$ cat config.mk
export PLATFORM = sky130hd
export DESIGN_NAME = licznik_rozkazow
export DESIGN_NICKNAME = d
export VERILOG_FILES = /design/src/rtl/licznik_rozkazow_pkg.sv /design/src/rtl/licznik_rozkazow_stos_pc.sv /design/src/rtl/licznik_rozkazow.sv
export SDC_FILE = /design/constraint.sdc
export NUM_CORES = 1
export LEC_CHECK = 0
export CAP_MARGIN = 40
export CELL_PAD_IN_SITES_DETAIL_PLACEMENT = 0
export CELL_PAD_IN_SITES_GLOBAL_PLACEMENT = 1
export CORE_UTILIZATION = 35
export CTS_CLUSTER_SIZE = 28
export DETAILED_ROUTE_END_ITERATION = 8
export GPL_TIMING_DRIVEN = 0
export HOLD_SLACK_MARGIN = 0.1
export PLACE_DENSITY = 0.6
export SLEW_MARGIN = 30
export SYNTH_ARGS = -nofsm -noshare
export SYNTH_HDL_FRONTEND = slang
export SYNTH_SLANG_ARGS = --single-unit
export TNS_END_PERCENT = 50
$ cat constraint.sdc
create_clock -name clk -period 6.9 [get_ports clk]
set_clock_uncertainty 0.05 [all_clocks]
set_input_delay 1.035 -clock clk [delete_from_list [all_inputs] [get_ports clk]]
set_output_delay 1.035 -clock clk [all_outputs]
set_load 0.05 [all_outputs]
$ cat src/rtl/licznik_rozkazow_pkg.sv
// Shared definitions for the program counter block: default width, fixed vectors
// and the next-PC source selector.
package licznik_rozkazow_pkg;

    localparam int         PC_WIDTH_DEF = 8;
    localparam logic [7:0] RESET_VEC    = 8'h00;
    localparam logic [7:0] EXC_VEC      = 8'h06;

    typedef enum logic [2:0] {
        SEL_RESET,
        SEL_HOLD,
        SEL_STACK,
        SEL_JUMP,
        SEL_INC
    } pc_sel_t;

endpackage

$ cat src/rtl/licznik_rozkazow_stos_pc.sv
// Return-address LIFO for the program counter; the pointer counts 0..DEPTH entries.
// Optional sticky fault flag is built only when STOS_PC_BLAD_EN is defined.
module stos_pc #(
    parameter int WIDTH = 8,
    parameter int DEPTH = 8
) (
    input  logic             clk,
    input  logic             rst,
    input  logic             push,
    input  logic             pop,
    input  logic [WIDTH-1:0] din,
    output logic [WIDTH-1:0] top,
    output logic             empty,
    output logic             full,
    output logic             blad
);

    localparam int PW = $clog2(DEPTH + 1);
    localparam int IW = $clog2(DEPTH);

    logic [PW-1:0]    ptr;
    logic [WIDTH-1:0] mem [DEPTH];
    logic [IW-1:0]    wr_idx;
    logic [IW-1:0]    rd_idx;
    logic             do_push;
    logic             do_pop;

    assign empty   = (ptr == '0);
    assign full    = (ptr == PW'(DEPTH));
    // A simultaneous pop takes precedence, so the push is dropped entirely.
    assign do_pop  = pop && !empty;
    assign do_push = push && !pop && !full;
    assign wr_idx  = IW'(ptr);
    assign rd_idx  = IW'(ptr - PW'(1));
    assign top     = mem[rd_idx];

    always_ff @(posedge clk) begin
        if (rst) begin
            ptr <= '0;
        end else if (do_pop) begin
            ptr <= ptr - PW'(1);
        end else if (do_push) begin
            ptr <= ptr + PW'(1);
        end
    end

    // Storage is never cleared; only the pointer decides which entries are live.
    always_ff @(posedge clk) begin
        if (!rst && do_push) begin
            mem[wr_idx] <= din;
        end
    end

`ifdef STOS_PC_BLAD_EN
    always_ff @(posedge clk) begin
        if (rst) begin
            blad <= 1'b0;
        end else if ((push && !pop && full) || (pop && empty)) begin
            blad <= 1'b1;
        end
    end
`else
    assign blad = 1'b0;
`endif

endmodule

$ cat src/rtl/licznik_rozkazow.sv
// Program counter with return-address stack for CALL/RET/interrupt entry.
// Define STOS_PC_BLAD_EN to enable the sticky stack-fault flag blad_stosu.
module licznik_rozkazow
    import licznik_rozkazow_pkg::*;
#(
    parameter int PC_WIDTH  = PC_WIDTH_DEF,
    parameter int STOS_GLEB = 8
) (
    input  logic                clk,
    input  logic                rst,
    input  logic                ce,
    input  logic                rst_sw,
    input  logic                skok,
    input  logic [PC_WIDTH-1:0] adres_skok,
    input  logic                skok_pc,
    input  logic                push_pc,
    input  logic                pop_pc,
    input  logic                przerwanie,
    output logic [PC_WIDTH-1:0] pc,
    output logic                stos_pc_empty,
    output logic                stos_pc_full,
    output logic                blad_stosu
);

    pc_sel_t             sel;
    logic [PC_WIDTH-1:0] pc_inc;
    logic [PC_WIDTH-1:0] pc_next;
    logic [PC_WIDTH-1:0] stack_top;
    logic [PC_WIDTH-1:0] stack_din;
    logic                stack_rst;

    assign pc_inc    = pc + PC_WIDTH'(1);
    assign stack_din = przerwanie ? pc : pc_inc;
    assign stack_rst = rst || rst_sw;

    // A return with an empty stack falls through to the next instruction.
    always_comb begin
        sel = SEL_INC;
        if (rst_sw) begin
            sel = SEL_RESET;
        end else if (!ce) begin
            sel = SEL_HOLD;
        end else if (skok && skok_pc) begin
            sel = stos_pc_empty ? SEL_INC : SEL_STACK;
        end else if (skok) begin
            sel = SEL_JUMP;
        end
    end

    always_comb begin
        pc_next = pc_inc;
        case (sel)
            SEL_RESET: pc_next = PC_WIDTH'(RESET_VEC);
            SEL_HOLD:  pc_next = pc;
            SEL_STACK: pc_next = stack_top;
            SEL_JUMP:  pc_next = adres_skok;
            default:   pc_next = pc_inc;
        endcase
    end

    always_ff @(posedge clk) begin
        if (rst) begin
            pc <= PC_WIDTH'(RESET_VEC);
        end else begin
            pc <= pc_next;
        end
    end

    stos_pc #(
        .WIDTH (PC_WIDTH),
        .DEPTH (STOS_GLEB)
    ) u_stos (
        .clk   (clk),
        .rst   (stack_rst),
        .push  (ce && push_pc),
        .pop   (ce && pop_pc),
        .din   (stack_din),
        .top   (stack_top),
        .empty (stos_pc_empty),
        .full  (stos_pc_full),
        .blad  (blad_stosu)
    );

endmodule

Word level (Yosys, flattened, before mapping) --
Memory sizes are Yosys's and may differ from the RTL's. Index checks and enable logic that the tools add are counted.
Operators by class: $lt $le $gt $ge 0, bitwise logic cells 0, reduce and logical (&&, ||, !) cells 15, mux-type cells 11, divide/modulo/power cells 0, shifts and indexed selects 0, equal/unequal tests 4, multipliers 0, add/subtract/negate cells 3
Operator list (number):
- 8-bit case mux with 4 select lines | 1
- 3-bit 2-to-1 mux | 5
- 8-bit by 1-bit adder with 8-bit output (second input constant) | 1
- 4-bit 2-to-1 mux | 2
- 8-bit 2-to-1 mux | 1
- 1-bit logical AND | 7
- 3-bit by 2-bit == test with 1-bit output (second input constant) | 2
- 4-bit by 1-bit adder with 4-bit output (second input constant) | 1
- 4-bit == test (second input constant) | 1
- 1-bit logical NOT | 4
- 4-bit logical NOT | 1
- 4-bit by 1-bit subtractor with 4-bit output (second input constant) | 1
- 3-bit by 1-bit == test with 1-bit output (second input constant) | 1
- 3-bit logical NOT | 1
- 1-bit 2-to-1 mux | 2
- 2-bit nonzero test | 1
- 1-bit logical OR | 1
Storage, ports and cells: bits in writable memories 64, bits of input ports 17, bits in latches 0, register bits 12, word-level logic and storage cells 36, memories kept 1, bits in read-only memories 0, output and inout port bits 11
Memory list:
- u_stos.mem | depth 8, bits a word 8, read ports 1, clocked after memory_dff 0, wr ports 1, RTL line licznik_rozkazow_stos_pc.sv:22 | logic [WIDTH-1:0] mem [DEPTH];

Depth between registers and ports, before layout --
depth in word-level cells 7, depth in mapped cells 11, mapped depth without buffers 7

Modules after synthesis --
Synthesis repeated with hierarchy kept, for this count alone.
Second synthesis, totals: cells, all modules 252, area total of the unflattened synthesis 3603.5 µm²
Modules (own cells, without submodules):
- stos_pc | cells an instance 153, seq. area each 2001.9 µm², area an instance 2835.2 µm², instances 1
- licznik_rozkazow | cells an instance 99, seq. area each 160.2 µm², area an instance 768.2 µm², instances 1

Worst setup path before layout --
No wires, ideal clock.
kind flip-flop to output port, start point register u_stos.ptr[0], end point output stos_pc_empty, buffers on the path 2, setup slack 3605 ps, data arrival time 2210 ps, stages on the path, launching flop included 6, required time 5815 ps, cell sequence dfxtp_1 -> buf_2 -> inv_2 -> ha_1 -> buf_2 -> nor3b_1
On the way: longest elaborated chain between the ends 1
RTL lines:
- start, declared | RTL line licznik_rozkazow_stos_pc.sv:21 | logic [PW-1:0] ptr;
- start signal, assigned | RTL line licznik_rozkazow_stos_pc.sv:41 | ptr <= ptr - PW'(1);
- start signal, assigned | RTL line licznik_rozkazow_stos_pc.sv:43 | ptr <= ptr + PW'(1);
- 4-bit logical NOT | RTL line licznik_rozkazow_stos_pc.sv:28 | assign empty = (ptr == '0);
- end, declared | RTL line licznik_rozkazow.sv:20 | output logic stos_pc_empty,
Every way passes these cells.

Worst setup path after layout --
Same ends and word-level chain as after synthesis.

==> impl_metrics.toml <==
[route]
drtAntennaViolNets = 0
via_per_inst = 5.20
top_layer_used = "met4"
drt_wl_total_um = 8710
vias = 2330
wl_met2_um = 4140
drt_iter0_drc = 107
drc = 0
wl_per_cell_um = 19.4
dr_wl_met3_um = 411
wl_met1_um = 4000
drt_first_pass_iters = 4

[timing]
hold_slack_ns = 0.593
finalSetupTns_ns = 0
max_freq_mhz = 261
finalSetupViolCount = 0
period_minus_slack_ns = 3.83
rsz0062_at_grt = "no"
maxSlewViolCount = 0
slew_headroom = 0.441
period_share = 0.554
tightest_slew_ns = 0.833
hold_viol = 0

[finish]
fillers = 916
area_delta_synth_final_pct = 21.7
fin_nets = 330
drive_gt1_frac = 0.184
diodes = 0

[logic_synthesis]
synth_seq_cells = 76
ys_seq_area_frac = 0.613
ys_types = 53
synth_edf_count = 64
syn_inst = 266
syn-num-nets = 286
netlist_area_um2 = 3530
synthArstFlopShare = 0
synth-main-ff-cell = "edfxtp_1"
ys_warn_count = 0
avgSynthCellArea_um2 = 13.3

[clock_tree]
cts_root_buffer = "clkbuf_8"
cts-hold-fix-buffers = 0
cts-resized-gates = 0
cts_tree = "built"
cts_buffer_depth = 2
numCtsBuffers = 9
worstSkewPairLatency_ns = 0.36
post_cts_buffers = 0
htree_num_levels = 3
clk_pin_slew_ns = 0.09
clock-sinks = 76

[critical_path]
end_kind = "primary output"
cp_common_cell = "buf_2"
crit_type = "reg2out"
crit_chain = "buf_2 -> inv_2 -> ha_1 -> buf_2 -> nor3b_1 -> clkdlybuf4s50_1"
r2r_slack_ns = 3.88
arrival_ns = 2.74
crit_required_ns = 5.81
cp_max_fo = 8
critPathMaxStageDelay_ns = 0.91
timing.rr.end = "u_stos.mem[1][2]"
r2r-start = "u_stos.ptr[0]"
reg2regPathDepth = 10
slowest_stage = "clkdlybuf4s50_1"
start_kind = "flop"

[power]
switchingPower_w = 0.000230
power_frac_seq = 0.486
p_leak_nw = 1.41
p_per_area_nw_per_um2 = 243
power_frac_clock = 0.434
comb_power_share = 0.081
p_int_w = 0.000814
p_sw_frac = 0.220
peakVddDrop_mv = 0.0898

[min_path]
whs_endpoint = "u_stos.ptr[3]"
hold_class = "reg2reg"
min_from = "u_stos.ptr[3]"
whs_path_depth = 2

[global_routing]
antenna_found_initial = 0
grt_pass1_wl_um = 12900
grt_pass1_vias = 2276
grt_usage = 0.178
grt_overflow_total = 0
grt_start_max_net_pins = 15

[flow_run]
max_cap_viol_count = 0

[die]
boundaryPins = 28
initial_utilization = 0.361
coreArea_um2 = 9770
dieHeight_um = 102
die_w_um = 102
row_count = 36
dieArea_um2 = 10500

[placement]
hpwl_um = 6270
port_buffers = 25
gp_congestion = 0.736

[outcome]
status = "finished clean"
[cells in the final DEF (no fill, tap or decap), types with 3 or more instances in the layout]
master / n
mux2_2: 7
nand2_1: 30
bufinv_16: 4
clkbuf_8: 9
nand2b_1: 3
a21oi_1: 9
buf_2: 6
nor3_1: 5
mux2_1: 4
clkdlybuf4s50_1: 25
and3_1: 3
or4_1: 3
xor2_1: 4
a2111oi_0: 5
nor2b_1: 6
ha_1: 3
nor3_2: 4
clkbuf_1: 6
a211oi_1: 7
mux4_2: 6
edfxtp_1: 64
nor2_1: 9
xnor2_1: 8
a221oi_1: 4
o22ai_1: 7
dfxtp_1: 12
mux2i_1: 7
nand3_1: 9
buf_4: 8
[layout make-up]
| class | count | area, µm² | area share |
|---|---|---|---|
| clock inverters | 7 | 145 | 0.0338 |
| repair buffers | 33 | 312 | 0.0726 |
| flip-flops and latches | 76 | 2160 | 0.504 |
| plain buffers | 15 | 78.8 | 0.0184 |
| multi-input cells | 172 | 1290 | 0.301 |
| clock buffers | 9 | 124 | 0.0289 |
| inverters | 3 | 11.3 | 0.00262 |
| well taps | 133 | 166 | 0.0388 |
[per-stage QoR]
| step | cell area [µm²] | utilization | cells | worst slack [ns] | power (W) |
|---|---|---|---|---|---|
| floorplan | 3530 | - | 266 | 3.61 | 0.000568 |
| global placement | 3940 | 0.403 | 424 | 2.77 | 0.000601 |
| detailed placement | 4010 | 0.410 | 430 | 3.37 | 0.000602 |
| CTS | 4280 | 0.438 | 446 | 3.01 | 0.00105 |
| global route | 4290 | 0.439 | 448 | 2.90 | 0.00108 |
| finish | 4290 | 0.439 | 448 | 3.07 | 0.00104 |
[synth_stat cells, types with 3 or more instances]
cell type | number | share of area
o22ai_1 | 7 | 0.012
mux2i_1 | 7 | 0.020
dfxtp_1 | 12 | 0.068
xor2_1 | 4 | 0.0099
xnor2_1 | 8 | 0.020
ha_1 | 3 | 0.011
edfxtp_1 | 64 | 0.54
nand2b_1 | 3 | 0.0053
and3_1 | 3 | 0.0053
nand3_1 | 9 | 0.013
a221oi_1 | 4 | 0.0099
a21oi_1 | 9 | 0.013
nor2b_1 | 6 | 0.011
buf_2 | 6 | 0.0085
mux4_2 | 6 | 0.038
nand2_1 | 30 | 0.032
mux2_2 | 7 | 0.022
mux2_1 | 4 | 0.013
or4_1 | 3 | 0.0064
nor3_1 | 8 | 0.011
clkbuf_1 | 6 | 0.0064
nor2_1 | 10 | 0.011
a2111oi_0 | 5 | 0.012
a211oi_1 | 7 | 0.015
[power by group through the flow]
stage	Combinational [W]	Clock (W)	Sequential, W
floorplan	0.0000416	0	0.000526
global placement	0.0000830	0	0.000518
detailed placement	0.0000838	0	0.000518
CTS	0.0000843	0.000462	0.000507
global route	0.0000908	0.000478	0.000508
finish	0.0000841	0.000453	0.000507
[how the worst max path moves through the flow]
stage,startpoint,slack [ns],depth (start not counted),endpoint
6_report,u_stos.ptr[0],3.07,6,stos_pc_empty
5_1_grt,u_stos.ptr[0],2.90,6,stos_pc_empty
3_5_place_dp,pop_pc,3.37,5,u_stos.mem[3][4]
2_1_floorplan,u_stos.ptr[0],3.61,5,stos_pc_empty
3_3_place_gp,pop_pc,2.77,5,u_stos.mem[0][2]
4_1_cts,u_stos.ptr[0],3.01,6,stos_pc_empty
[metal layers]
| layer | vias up | track usage |
|---|---|---|
| li1 | 1111 | - |
| met1 | 1135 | 0.230 |
| met2 | 71 | 0.291 |
| met3 | 13 | 0.0417 |
| met4 | 0 | 0.0703 |
| met5 | - | 0 |
[flip-flops by register name, indices dropped and copies added (netlist names)]
name and count:
pc 8, u_stos.ptr 4, u_stos.mem 64
[kinds of logic after synthesis]
group	share of synthesized area
simple gates	0.125
flops	0.613
compound gates	0.102
mux	0.0933
buf+inv	0.0255
xor+xnor	0.0298
fa+ha+maj	0.0106
other cells	0.00106
[worst max-delay path, delay by kind of cell (launching register included)]
family,cells,cell delay [ns]
simple gates,1,0.50
fa+ha+maj,1,0.15
flops,1,0.32
buf+inv,4,1.41
Power figures use the tool's default switching activity.
